[config.mk]
export PLATFORM = sky130hd
export DESIGN_NAME = alu_core_reg
export DESIGN_NICKNAME = d
export VERILOG_FILES = /design/src/rtl/alu_pkg.sv /design/src/rtl/alu_comb.sv /design/src/rtl/alu_core_reg.sv
export SDC_FILE = /design/constraint.sdc
export NUM_CORES = 1
export LEC_CHECK = 0
export ABC_CLOCK_PERIOD_IN_PS = 800
export BUFFER_PORTS_ARGS = -buffer_cell sky130_fd_sc_hd__buf_4
export CORE_ASPECT_RATIO = 1.75
export CORE_MARGIN = 8
export CORE_UTILIZATION = 35
export DETAILED_ROUTE_END_ITERATION = 7
export PLACE_DENSITY = 0.65
export REMOVE_ABC_BUFFERS = 1
export SLEW_MARGIN = 20
export SYNTH_ARGS = -nofsm -noshare
export SYNTH_HDL_FRONTEND = slang
export SYNTH_SLANG_ARGS = --single-unit
[constraint.sdc]
create_clock -name clk -period 0.8 [get_ports clk]
set_input_delay 0.12 -clock clk [delete_from_list [all_inputs] [get_ports clk]]
set_output_delay 0.12 -clock clk [all_outputs]
set_load 0.02 [all_outputs]
[src/rtl/alu_pkg.sv]
// Shared opcode encoding and default sizing for the registered ALU.
package alu_pkg;

  localparam int unsigned ALU_WIDTH = 8;
  localparam int unsigned ALU_DEPTH = 3;

  typedef enum logic [2:0] {
    OP_ADD = 3'd0,
    OP_SUB = 3'd1,
    OP_AND = 3'd2,
    OP_OR  = 3'd3,
    OP_XOR = 3'd4,
    OP_NOT = 3'd5,
    OP_SHL = 3'd6,
    OP_SHR = 3'd7
  } alu_op_e;

endpackage

[src/rtl/alu_comb.sv]
// Combinational ALU datapath: result plus carry, zero and overflow for the next register load.
module alu_comb
  import alu_pkg::*;
#(
  parameter int unsigned WIDTH = ALU_WIDTH,
  parameter int unsigned DEPTH = ALU_DEPTH
) (
  input  logic [WIDTH-1:0] operand_a,
  input  logic [WIDTH-1:0] operand_b,
  input  logic [DEPTH-1:0] opcode,
  output logic [WIDTH-1:0] y_next,
  output logic             carry_next,
  output logic             zero_next,
  output logic             overflow_next
);

  localparam int unsigned MSB = WIDTH - 1;

  logic [WIDTH:0] sum;
  logic [WIDTH:0] diff;
  logic           hit;

  always_comb begin
    sum           = {1'b0, operand_a} + {1'b0, operand_b};
    diff          = {1'b0, operand_a} - {1'b0, operand_b};
    y_next        = '0;
    carry_next    = 1'b0;
    overflow_next = 1'b0;
    hit           = 1'b1;
    case (opcode)
      OP_ADD: begin
        y_next        = sum[WIDTH-1:0];
        carry_next    = sum[WIDTH];
        overflow_next = (operand_a[MSB] == operand_b[MSB]) && (sum[MSB] != operand_a[MSB]);
      end
      OP_SUB: begin
        // the extra bit of the widened subtraction is the unsigned borrow
        y_next        = diff[WIDTH-1:0];
        carry_next    = diff[WIDTH];
        overflow_next = (operand_a[MSB] != operand_b[MSB]) && (diff[MSB] != operand_a[MSB]);
      end
      OP_AND: y_next = operand_a & operand_b;
      OP_OR:  y_next = operand_a | operand_b;
      OP_XOR: y_next = operand_a ^ operand_b;
      OP_NOT: y_next = ~operand_a;
      OP_SHL: begin
        y_next     = {operand_a[WIDTH-2:0], 1'b0};
        carry_next = operand_a[MSB];
      end
      OP_SHR: begin
        y_next     = {1'b0, operand_a[WIDTH-1:1]};
        carry_next = operand_a[0];
      end
      default: hit = 1'b0;
    endcase
    // an unmatched opcode reports all flags clear, including zero
    zero_next = hit && (y_next == '0);
  end

endmodule

[src/rtl/alu_core_reg.sv]
// Integer ALU with a single asynchronously-reset output register stage.
module alu_core_reg
  import alu_pkg::*;
#(
  parameter int unsigned WIDTH = ALU_WIDTH,
  parameter int unsigned DEPTH = ALU_DEPTH
) (
  input  logic             clk,
  input  logic             rst,
  input  logic [WIDTH-1:0] operand_a,
  input  logic [WIDTH-1:0] operand_b,
  input  logic [DEPTH-1:0] opcode,
  output logic [WIDTH-1:0] y,
  output logic             carry,
  output logic             zero,
  output logic             overflow
);

  logic [WIDTH-1:0] y_d, y_q;
  logic             carry_d, carry_q;
  logic             zero_d, zero_q;
  logic             overflow_d, overflow_q;

  alu_comb #(
    .WIDTH(WIDTH),
    .DEPTH(DEPTH)
  ) u_alu_comb (
    .operand_a    (operand_a),
    .operand_b    (operand_b),
    .opcode       (opcode),
    .y_next       (y_d),
    .carry_next   (carry_d),
    .zero_next    (zero_d),
    .overflow_next(overflow_d)
  );

  always_ff @(posedge clk or posedge rst) begin
    if (rst) begin
      y_q        <= '0;
      carry_q    <= 1'b0;
      zero_q     <= 1'b0;
      overflow_q <= 1'b0;
    end else begin
      y_q        <= y_d;
      carry_q    <= carry_d;
      zero_q     <= zero_d;
      overflow_q <= overflow_d;
    end
  end

  assign y        = y_q;
  assign carry    = carry_q;
  assign zero     = zero_q;
  assign overflow = overflow_q;

endmodule

### After elaboration in Yosys (flattened, before gate mapping)

Index checks and enable logic that the tools add are counted.

| storage, ports and cells | value |
|---|---|
| word-level logic and storage cells | 28 |
| flip-flop bits (word level) | 11 |
| input bits | 21 |
| output and inout bits | 11 |

| cells by class | value |
|---|---|
| add/sub/neg operators | 2 |
| mux-type cells | 3 |
| equal/unequal tests | 11 |
| reductions and logical operators | 4 |
| bitwise operators | 4 |

Operators by type and width:

| operator | number |
|---|---|
| $pmux W8 S8 | 1 |
| $eq A3 B3 Y1 const B | 4 |
| $add A8 B8 Y9 | 1 |
| $sub A8 B8 Y9 | 1 |
| $and A8 B8 Y8 | 1 |
| $logic_not A8 Y1 | 1 |
| $not A8 Y8 | 1 |
| $or A8 B8 Y8 | 1 |
| $xor A8 B8 Y8 | 1 |
| $eq A3 B2 Y1 const B | 2 |
| $pmux W1 S4 | 1 |
| $eq A3 B1 Y1 const B | 1 |
| $logic_not A3 Y1 | 1 |
| $ne A1 B1 Y1 | 3 |
| $logic_and A1 B1 Y1 | 2 |
| $pmux W1 S2 | 1 |
| $eq A1 B1 Y1 | 1 |

### Depth between registers and ports, before layout

Gate-level depths: netlist of the first run.

| logic depth | value |
|---|---|
| depth in word-level cells | 4 |
| gate-level depth with buffers | 10 |
| gate-level depth less buffers | 10 |

### Modules after synthesis

Synthesis of the first run repeated with hierarchy kept, for this count alone.

| unflattened totals | value |
|---|---|
| cell total of the unflattened synthesis | 214 |
| area, all modules | 1,722.9 um^2 |

Modules (own cells, without submodules):

| module | sequential area each (um^2) | cells an instance | area an instance (um^2) | times used |
|---|---|---|---|---|
| alu_comb | 0.0 | 202 | 1,443.9 | 1 |
| alu_core_reg | 275.3 | 12 | 279.0 | 1 |

### Worst setup path before layout of the first run

No wires, ideal clock.

| timing | value |
|---|---|
| path kind | input to register |
| from | in operand_a[0] |
| to | reg zero_q (netlist: zero) |
| stages on the path | 9 |
| library setup time | 0.096 ns |
| path slack | -1.191 ns |
| path buffers | 0 |
| data arrival time | 1.896 ns |
| required time | 0.704 ns |
| cells stage by stage | inv_1 ha_1 fa_1 nand2_1 mux4_2 a22o_1 nor4_2 o21ai_1 nor4_2 |

| on the way | value |
|---|---|
| word-level cells in the longest chain between the ends | 3 |
| elaborated cells between the ends (all ways) | 8 |
| those cells by class | 2 x add/sub; 1 x mux; 4 x bitwise; 1 x reduce/logical |

RTL lines:

| item | line | text |
|---|---|---|
| start, declared | alu_core_reg.sv:10 | `input logic [WIDTH-1:0] operand_a,` |
| $sub A8 B8 Y9 or $add A8 B8 Y9 (tied branches) | alu_comb.sv:25, alu_comb.sv:24 |  |
| $pmux W8 S8 * | alu_comb.sv:30 | `case (opcode)` |
| via u_alu_comb.y_next[1] | alu_comb.sv:11 | `output logic [WIDTH-1:0] y_next,` |
| $logic_not A8 Y1 * | alu_comb.sv:57 | `zero_next = hit && (y_next == '0);` |
| via u_alu_comb.zero_next | alu_comb.sv:13 | `output logic zero_next,` |
| end signal, assigned | alu_core_reg.sv:46 | `zero_q <= zero_d;` |
| end, declared | alu_core_reg.sv:21 | `logic zero_d, zero_q;` |

Mark *: on every way through the listed nets, which the timed path passes. The rest lies on a longest branch.

### Worst setup path after layout of the first run

| timing | value |
|---|---|
| from | in operand_b[0] |
| to | reg zero_q (netlist: zero) |

| on the way | value |
|---|---|
| word-level cells in the longest chain between the ends | 3 |
| elaborated cells between the ends (all ways) | 7 |
| those cells by class | 2 x add/sub; 1 x mux; 3 x bitwise; 1 x reduce/logical |

RTL lines:

| item | line | text |
|---|---|---|
| start, declared | alu_core_reg.sv:11 | `input logic [WIDTH-1:0] operand_b,` |
| $sub A8 B8 Y9 or $add A8 B8 Y9 (tied branches) | alu_comb.sv:25, alu_comb.sv:24 |  |
| $pmux W8 S8 * | alu_comb.sv:30 |  |
| via u_alu_comb.y_next[1] | alu_comb.sv:11 |  |
| $logic_not A8 Y1 * | alu_comb.sv:57 |  |
| via u_alu_comb.zero_next | alu_comb.sv:13 |  |

Marked as above.

==> metrics.txt, run 1 <==
Rel. slew slack=75.0%; layout cells sized above 1=54.2%; antenna violations before repair=0; CP Buf/Inv Count=1; vias in the first global route=2169; global-route wire length before repair=9380 um; Period minus WS final=1.93 ns; Mapped Cells=213; ant diodes=0; Worst Path Arrival=2.07 ns; leakage=1.42 nW; Critical Path Max Stage Delay=0.53 ns; Reg clk slew, reported paths=0.04 ns; Antenna Nets Post-Route=0; synth unique cells=59; async set or reset register ratio after synthesis=100%; Required @ worst endpoint=0.94 ns; Crit Path Class=input pin to register; Crit path top cell by count=nor4_2; drt first-iter violations=66; Syn. warnings=0; Total GRT Usage=14.6%; portion of netlist area occupied by mux cells=4.25%; clock sink total=11; final non-filler cell area=3010 um2; Final setup violation count=22; Remaining Overflow, GRT=0; Most used DFF post-synth=dfrtp_1; full die area=7660 um2; core box area=4930 um2; Sw Pwr=1.18 mW; Final WS setup=-1.13 ns; Yosys reg bits=11; vias post-DR=2011; Gate power share=63.2%; worst min-delay path class=input pin to register; Max-Cap Viols=0; cell internal pwr=2.06 mW; crit-path leading delay family=adder cells; register share of total power=20.3%; Setup TNS Final=-9.13 ns; routed len/inst=14.9 um; RSZ-0062 raised after global routing=true; Slowest cell on crit path=fa_2; most frequent cells in the layout=94 x buf_4, 20 x buf_6, 16 x inv_1, 16 x nor2_1, 15 x ha_1; Post-Synth Simple-Gate Area=16.9%; CP endpoint kind=register; average vias per placed instance=5.31; CTS tree=yes; first drt pass iteration count=4; switch share=36.3%; Placer Congestion=0.938; adder-cell area share of the yosys netlist=19.3%; HPWL Detailed=4570 um; register area share after synthesis=15.6%; failing checks=setup timing; Max Root-Sink Buffers=2; NumNets Final=373; Clock Power Share=16.5%; max frequency=519 MHz; Slew @ Worst Pin=0.374 ns; status=finished, violations left; Critical Path, Cell by Cell=buf_6 > ha_4 > fa_2 > nand2_2 > mux4_2 > a22o_1 > nor4_2 > o21ai_1 > nor4_2; IO Count=32; Initial Utilization=35.8%; EDFF count, synth=0; pin count of the biggest net entering global routing=14; combinational family with the most area after synthesis=compound AO/OA/AOI/OAI gates; Final Max Tran Viols=0; post-synthesis xor/xnor area fraction=3.97%; Mean Syn Cell Area=8.29 um2; worst-path fanout max=3; Die H=110 um; Final Cycle Share=241%; commonest non-fill, non-tap cell in the layout=buf_4; Worst VDD drop=1280 uV; power per cell area=1070 nW/um2; drc violations=0; area delta synth->final=70.6%; num rows=34; CTS Buf Count=3; Post-DP Area=2520 um2; final wirelength=5660 um; CTS Root Cell=clkbuf_8; total number of H-tree levels=1; Compound-Gate Fraction of Synth Area=27.8%; Post-Syn Area=1770 um2; Die X=69.7 um; startpoint types=input pin; I/O Buffers=31; final hold vios=0
## Yosys cell counts, drive strengths merged (3+ instances only)
| cell | count | share of area, % |
|---|---|---|
| mux2i | 3 | 1.7 |
| nor3 | 9 | 2.8 |
| a21oi | 15 | 4.3 |
| a22oi | 3 | 1.3 |
| o22ai | 3 | 1.1 |
| xnor2 | 4 | 2.0 |
| dfrtp | 11 | 16 |
| o21ai | 14 | 4.0 |
| ha | 24 | 17 |
| nor2b | 3 | 1.1 |
| o211ai | 3 | 1.3 |
| nand3 | 6 | 1.7 |
| xor2 | 4 | 2.0 |
| nand2 | 11 | 2.3 |
| buf | 5 | 3.3 |
| clkbuf | 6 | 3.0 |
| nor2 | 19 | 4.0 |
| nand2b | 5 | 1.9 |
| a221oi | 3 | 1.8 |
| inv | 27 | 5.9 |
## worst min-delay path, cell delays in order
cell and delay, ns:
buf_4 0.15, buf_4 0.13, nand3_1 0.06, o211ai_1 0.08
## state kept, by name (all words and copies together) (netlist names)
register and cells:
overflow 1, y 8, carry 1, zero 1
## cell type report
type,count,area (um2)
timing repair buffer,119,1010
multi-input combinational,164,1500
fill,411,1920
inverter,27,119
tap,54,67.6
clock buffer,4,45.0
sequential,11,275
## path summary, 6_finish.rpt
kind	cells past startpoint	from	end
setup / recovery	9	operand_b[0]	zero
hold / removal	4	opcode[2]	carry
max in group asynchronous	3	rst	carry
min in group asynchronous	3	rst	y[3]
## metal layers
metal / wire length (um) / share of wire [%] / up-vias / GRT usage, %
li1: - / - / 983 / -
met1: 2080 / 37 / 949 / 13.5
met3: 182 / 3.2 / 22 / 1.72
met2: 3160 / 56 / 57 / 29.5
met5: 0 / 0 / - / 0
met4: 242 / 4.3 / 0 / 8.80
## per-stage QoR
stage | cells | hold slack [ns] | worst slack (ns) | utilization (%) | power (mW)
floorplan | 202 | -0.0276 | -1.19 | - | 1.46
global placement | 361 | 0.114 | -1.38 | 51.1 | 2.26
detailed placement | 361 | 0.119 | -1.44 | 51.1 | 2.29
CTS | 374 | 0.345 | -1.13 | 59.4 | 3.17
global route | 379 | 0.373 | -1.31 | 61.0 | 3.44
finish | 379 | 0.348 | -1.13 | 61.0 | 3.24
## power groups by stage
| stage | registers, mW | logic, mW | clock network, mW |
|---|---|---|---|
| 2_1_floorplan | 0.745 | 0.716 | 0 |
| 3_3_place_gp | 0.651 | 1.61 | 0 |
| 6_report | 0.656 | 2.05 | 0.535 |
| 5_1_grt | 0.660 | 2.21 | 0.576 |
| 3_5_place_dp | 0.652 | 1.64 | 0 |
| 4_1_cts | 0.657 | 1.96 | 0.551 |
## cell families (layout without fill, tap and decap cells)
group           count (synthesis)  in the layout
compound gates                 66             66
fa+ha+maj                      26             26
buf+inv                        38            150
xor+xnor                        8              8
flops                          11             11
mux                             5              5
simple gates                   59             59
## what timing repair did
item,CTS,global route
cloned,0,0
pin swaps,21,14
gates resized for setup,75,9
setup endpoints to repair,22,22
hold buffers,1,0
buffers inserted,8,5
hold endpoints to repair,11,0
No activity file was read; power rests on OpenSTA's default activity.
==> run 2, diff against run 1 <==
- ABC_AREA: not set -> 1
==> metrics.txt, run 2 <==
uppermost layer routed=met4 (unchanged); routed len/inst=15.4 um (was 14.9 um); CTS Buf Count=3 (unchanged); Final Max Tran Viols=0 (unchanged); average vias per placed instance=5.26 (was 5.31); CP endpoint kind=register (unchanged); vias in the first global route=2388 (was 2169); worst setup path startpoint=operand_a[0] (was operand_b[0]); async set or reset register ratio after synthesis=100% (unchanged); total number of H-tree levels=1 (unchanged); synth cell count leaders=73 x nand2_1, 49 x inv_1, 34 x nand3_1, 28 x nor2_1, 24 x ha_1 (was 24 x ha_1, 24 x inv_1, 19 x nor2_1, 15 x a21oi_1, 12 x o21ai_0); final hold vios=11 (was 0); CTS Root Cell=clkbuf_8 (unchanged); full die area=7750 um2 (was 7660 um2); I/O Buffers=31 (unchanged); EDFF count, synth=0 (unchanged); Final setup violation count=22 (unchanged); power per cell area=1050 nW/um2 (was 1070 nW/um2); Mean Syn Cell Area=6.17 um2 (was 8.29 um2); Most used DFF post-synth=dfrtp_1 (unchanged); dominant cells by area after synthesis=ha_1 17%, dfrtp_1 15%, nand2_1 15% (was ha_1 17%, dfrtp_1 16%, inv_1 5.1%); routed length on met1=2480 um (was 2080 um); Post-Syn Area=1790 um2 (was 1770 um2); Mapped Cells=290 (was 213); vias post-DR=2351 (was 2011); Worst Hold Slack=-0.136 ns (was 0.348 ns); met3 WL post-DR=313 um (was 182 um); CTS tree=yes (unchanged); max reg flops=8 (unchanged); IO Count=32 (unchanged); drt first-iter violations=130 (was 66); status=finished, violations left (unchanged); final wirelength=6870 um (was 5660 um); Period minus WS final=1.49 ns (was 1.93 ns); Reg clk slew, reported paths=0.06 ns (was 0.04 ns); Die H=111 um (was 110 um); pin count of the biggest net entering global routing=12 (was 14); Syn. warnings=0 (unchanged); Required @ worst endpoint=0.99 ns (was 0.94 ns); Antenna Nets Post-Route=0 (unchanged); Max-Cap Viols=0 (unchanged); layout cells sized above 1=51.1% (was 54.2%); core box area=4930 um2 (unchanged); NumNets Final=441 (was 373); area delta synth->final=74.3% (was 70.6%); Worst Path Arrival=1.68 ns (was 2.07 ns); most frequent cells in the layout=79 x buf_4, 60 x nand2_1, 30 x inv_1 (was 94 x buf_4, 20 x buf_6, 16 x inv_1, 16 x nor2_1, 15 x ha_1); Die X=70.0 um (was 69.7 um); leakage=1.63 nW (was 1.42 nW); Yosys top cell area share=16.8% (was 17.0%); Pwr Total=3.28 mW (was 3.24 mW); Yosys reg bits=11 (unchanged); synth unique cells=31 (was 59); antenna violations before repair=0 (unchanged); global-route wire length before repair=11100 um (was 9380 um); Final Cycle Share=186% (was 241%); RSZ-0062 raised after global routing=true (unchanged); commonest non-fill, non-tap cell in the layout=buf_4 (unchanged); clock sink total=11 (unchanged); worst-path fanout max=3 (unchanged); failing checks=hold timing, setup timing (was setup timing); ant diodes=0 (unchanged); first drt pass iteration count=4 (unchanged); worst min-delay path class=input pin to async pin (was input pin to register); drc violations=0 (unchanged); Final WS setup=-0.690 ns (was -1.13 ns); Synth area leader=ha_1 (unchanged); Slew @ Worst Pin=0.691 ns (was 0.374 ns); Total GRT Usage=17.1% (was 14.6%); count leader, synth=nand2_1; worst setup path endpoint=zero (unchanged); Rel. slew slack=53.6% (was 75.0%); Worst VDD drop=963 uV (was 1280 uV); Crit Path Class=input pin to register (unchanged); max frequency=671 MHz (was 519 MHz); met2 WL=3700 um (was 3160 um); Placer Congestion=0.932 (was 0.938); Max Root-Sink Buffers=2 (unchanged); register area share after synthesis=15.4% (was 15.6%); Remaining Overflow, GRT=0 (unchanged); num rows=34 (unchanged); HPWL Detailed=5240 um (was 4570 um); Initial Utilization=36.3% (was 35.8%); startpoint types=input pin (unchanged)
## run 2: worst min path at each step
stage	slack (ns)	endpoint	depth (start not counted)	startpoint
final	-0.14	y[0]	2	rst
after global routing	-0.07	y[0]	2	rst
after CTS	-0.10	y[1]	2	rst
after detailed placement	0.16	y[1]	2	rst
after global placement	0.15	y[0]	2	rst
after floorplan	-0.03	carry	1	rst
## run 2: cell families after synthesis
kind of cell             count (synthesis)  synth area share (%)
adder cells (fa/ha/maj)                 26                  19.0
AO/OA/AOI/OAI                           31                  10.2
flip-flops                              11                  15.4
AND/OR/NAND/NOR                        161                  40.6
buffers and inverters                   60                  14.3
XOR/XNOR                                 1                 0.490
## run 2: power by group
part	total (mW)	internal [mW]	switching (mW)
Sequential	0.655	0.626	0.0293
Combinational	2.03	0.975	1.05
Clock	0.596	0.351	0.245
Total	3.28	1.95	1.33
## run 2: area by class of cell
class	instances	area [um2]
Inverter	54	213
Multi-Input combinational cell	219	1630
Timing Repair Buffer	105	890
Fill cell	450	1820
Clock buffer	4	45.0
Tap cell	54	67.6
Sequential cell	11	275
## run 2: worst max-delay path, stage by stage
cell and delay, ns:
buf_8 0.08, buf_6 0.09, ha_4 0.13, inv_2 0.04, fa_2 0.50, or2_1 0.11
nand3_2 0.13, nor2_4 0.15, nand2_1 0.07, nor2_1 0.10, nand3_1 0.07, nor2_1 0.09
## run 2: through the flow
| step | utilization [%] | std cells | setup TNS (ns) | area (um2) | worst slack [ns] |
|---|---|---|---|---|---|
| 2_1_floorplan | - | 284 | -5.41 | 1740 | -0.766 |
| 3_3_place_gp | 51.3 | 435 | -9.25 | 2530 | -1.03 |
| 3_5_place_dp | 51.3 | 435 | -9.41 | 2530 | -1.07 |
| 4_1_cts | 59.3 | 444 | -5.76 | 2930 | -0.693 |
| 5_1_grt | 63.2 | 447 | -6.95 | 3120 | -0.789 |
| 6_report | 63.2 | 447 | -5.93 | 3120 | -0.690 |
## run 2: timing repair
| action | CTS | global route |
|---|---|---|
| hold endpoints to repair | 11 | 11 |
| endpoints found under the setup margin | 22 | 22 |
| buffers inserted | 8 | 5 |
| gates cloned | 0 | 0 |
| pin swaps | 27 | 42 |
| resized for setup | 86 | 45 |
## run 2: metal layers
| layer | vias up | track usage, % |
|---|---|---|
| li1 | 1146 | - |
| met1 | 1076 | 16.7 |
| met2 | 100 | 31.7 |
| met3 | 29 | 2.51 |
| met4 | 0 | 11.5 |
| met5 | - | 0 |
==> run 3, diff against run 2 <==
- SETUP_SLACK_MARGIN: not set -> 0.4
==> metrics.txt, run 3 (synthesized netlist as in run 2, its figures left out) <==
most frequent cells in the layout=80 x buf_4, 61 x nand2_1, 30 x inv_1 (was 79 x buf_4, 60 x nand2_1, 30 x inv_1); Period minus WS final=1.50 ns (was 1.49 ns); Slew @ Worst Pin=0.668 ns (was 0.691 ns); vias in the first global route=2380 (was 2388); CTS tree=yes (unchanged); pin count of the biggest net entering global routing=12 (unchanged); Max Root-Sink Buffers=2 (unchanged); Initial Utilization=36.3% (unchanged); Rel. slew slack=55.1% (was 53.6%); Final setup violation count=22 (unchanged); num rows=34 (unchanged); drt first-iter violations=78 (was 130); startpoint types=input pin (unchanged); ant diodes=0 (unchanged); HPWL Detailed=5240 um (unchanged); Max-Cap Viols=0 (unchanged); status=finished, violations left (unchanged); Final Cycle Share=187% (was 186%); CP Buf/Inv Count=2 (was 3); Final Max Tran Viols=0 (unchanged); Required @ worst endpoint=0.99 ns (about the same); routed len/inst=15.3 um (was 15.4 um); worst min-delay path class=input pin to async pin (unchanged); drc violations=0 (unchanged); power per cell area=1050 nW/um2 (about the same); Post-DP Area=2530 um2 (unchanged); crit-path leading delay family=simple AND/OR/NAND/NOR gates (unchanged); commonest non-fill, non-tap cell in the layout=buf_4 (unchanged); Reg clk slew, reported paths=0.06 ns (about the same); max frequency=669 MHz (was 671 MHz); I/O Buffers=31 (unchanged); Die X=70.0 um (unchanged); CP endpoint kind=register (unchanged); core box area=4930 um2 (unchanged); Slowest cell on crit path=fa_2 (unchanged); total number of H-tree levels=1 (unchanged); layout cells sized above 1=50.4% (was 51.1%); leakage=1.65 nW (was 1.63 nW); final wirelength=6910 um (was 6870 um); Final WS setup=-0.695 ns (was -0.690 ns); worst-path fanout max=3 (unchanged); Remaining Overflow, GRT=0 (unchanged); Worst Path Arrival=1.68 ns (about the same); CTS Root Cell=clkbuf_8 (unchanged); CTS Buf Count=3 (unchanged); failing checks=hold timing, setup timing (unchanged); area delta synth->final=76.6% (was 74.3%); Placer Congestion=0.932 (unchanged); full die area=7750 um2 (unchanged); Total GRT Usage=16.9% (was 17.1%); IO Count=32 (unchanged); Antenna Nets Post-Route=0 (unchanged); Worst VDD drop=1000 uV (was 963 uV); Critical Path, Cell by Cell=buf_8 > inv_6 > ha_4 > fa_2 > nor2_1 > nor2_1 > nand3_2 > nor2_4 > nand2_1 > nor2_1 > nand3_1 > nor2_1 (was buf_8 > buf_6 > ha_4 > inv_2 > fa_2 > or2_1 > nand3_2 > nor2_4 > nand2_1 > nor2_1 > nand3_1 > nor2_1); NumNets Final=445 (was 441); Die H=111 um (unchanged); Crit path top cell by count=nor2_1 (unchanged); RSZ-0062 raised after global routing=true (unchanged); Pwr Total=3.31 mW (was 3.28 mW); first drt pass iteration count=4 (unchanged); average vias per placed instance=5.23 (was 5.26); final hold vios=11 (unchanged); max reg flops=8 (unchanged); Setup TNS Final=-6.15 ns (was -5.93 ns); clock sink total=11 (unchanged); global-route wire length before repair=11000 um (was 11100 um); Critical Path Max Stage Delay=0.53 ns (was 0.50 ns); Crit Path Class=input pin to register (unchanged); Place WS=-1.07 ns (unchanged); final non-filler cell area=3160 um2 (was 3120 um2); vias post-DR=2360 (was 2351); antenna violations before repair=0 (unchanged); Worst Hold Slack=-0.130 ns (was -0.136 ns)
-- run 3: cell count changes in the layout (fill, tap and decap cells not counted), sizes merged --
cell / change
buf: +4
-- run 3: through the flow --
step / util (%) / hold WS [ns] / std cells
after floorplan: - / -0.0276 / 284
after global placement: 51.3 / 0.148 / 435
after detailed placement: 51.3 / 0.162 / 435
after CTS: 59.5 / -0.104 / 445
after global routing: 64.0 / -0.0729 / 451
final: 64.0 / -0.130 / 451
-- run 3: routing by layer --
| metal | up-vias | part of all wire, % | GRT usage (%) |
|---|---|---|---|
| li1 | 1153 | - | - |
| met1 | 1065 | 36 | 16.7 |
| met2 | 103 | 53 | 30.7 |
| met3 | 39 | 4.3 | 2.42 |
| met4 | 0 | 6.7 | 12.0 |
| met5 | - | 0 | 0 |
-- run 3: final cells by class --
type,count,area [um2]
multi-input cells,219,1620
repair buffers,109,935
inverters,54,220
clock buffers,4,45.0
well taps,54,67.6
fillers,442,1770
flip-flops and latches,11,275
-- run 3: how the worst max path moves through the flow --
stage / startpoint / end / slack, ns / cells after the start
after floorplan: operand_a[0] / zero / -0.77 / 14
after global placement: operand_a[0] / zero / -1.03 / 15
after detailed placement: operand_a[0] / zero / -1.07 / 15
after CTS: operand_a[0] / zero / -0.69 / 12
after global routing: operand_a[0] / zero / -0.80 / 15
final: operand_a[0] / zero / -0.70 / 12
-- run 3: what timing repair did --
item | 4_1_cts | 5_1_grt
gates resized for setup | 86 | 48
endpoints found under the hold margin | 11 | 11
pin swaps | 27 | 38
buffers inserted | 6 | 6
endpoints found under the setup margin | 22 | 22
-- run 3: where the power goes --
| group | internal [mW] | switching (mW) |
|---|---|---|
| combinational | 1.00 | 1.06 |
| clock | 0.351 | 0.240 |
| sequential | 0.626 | 0.0293 |
| total | 1.98 | 1.33 |
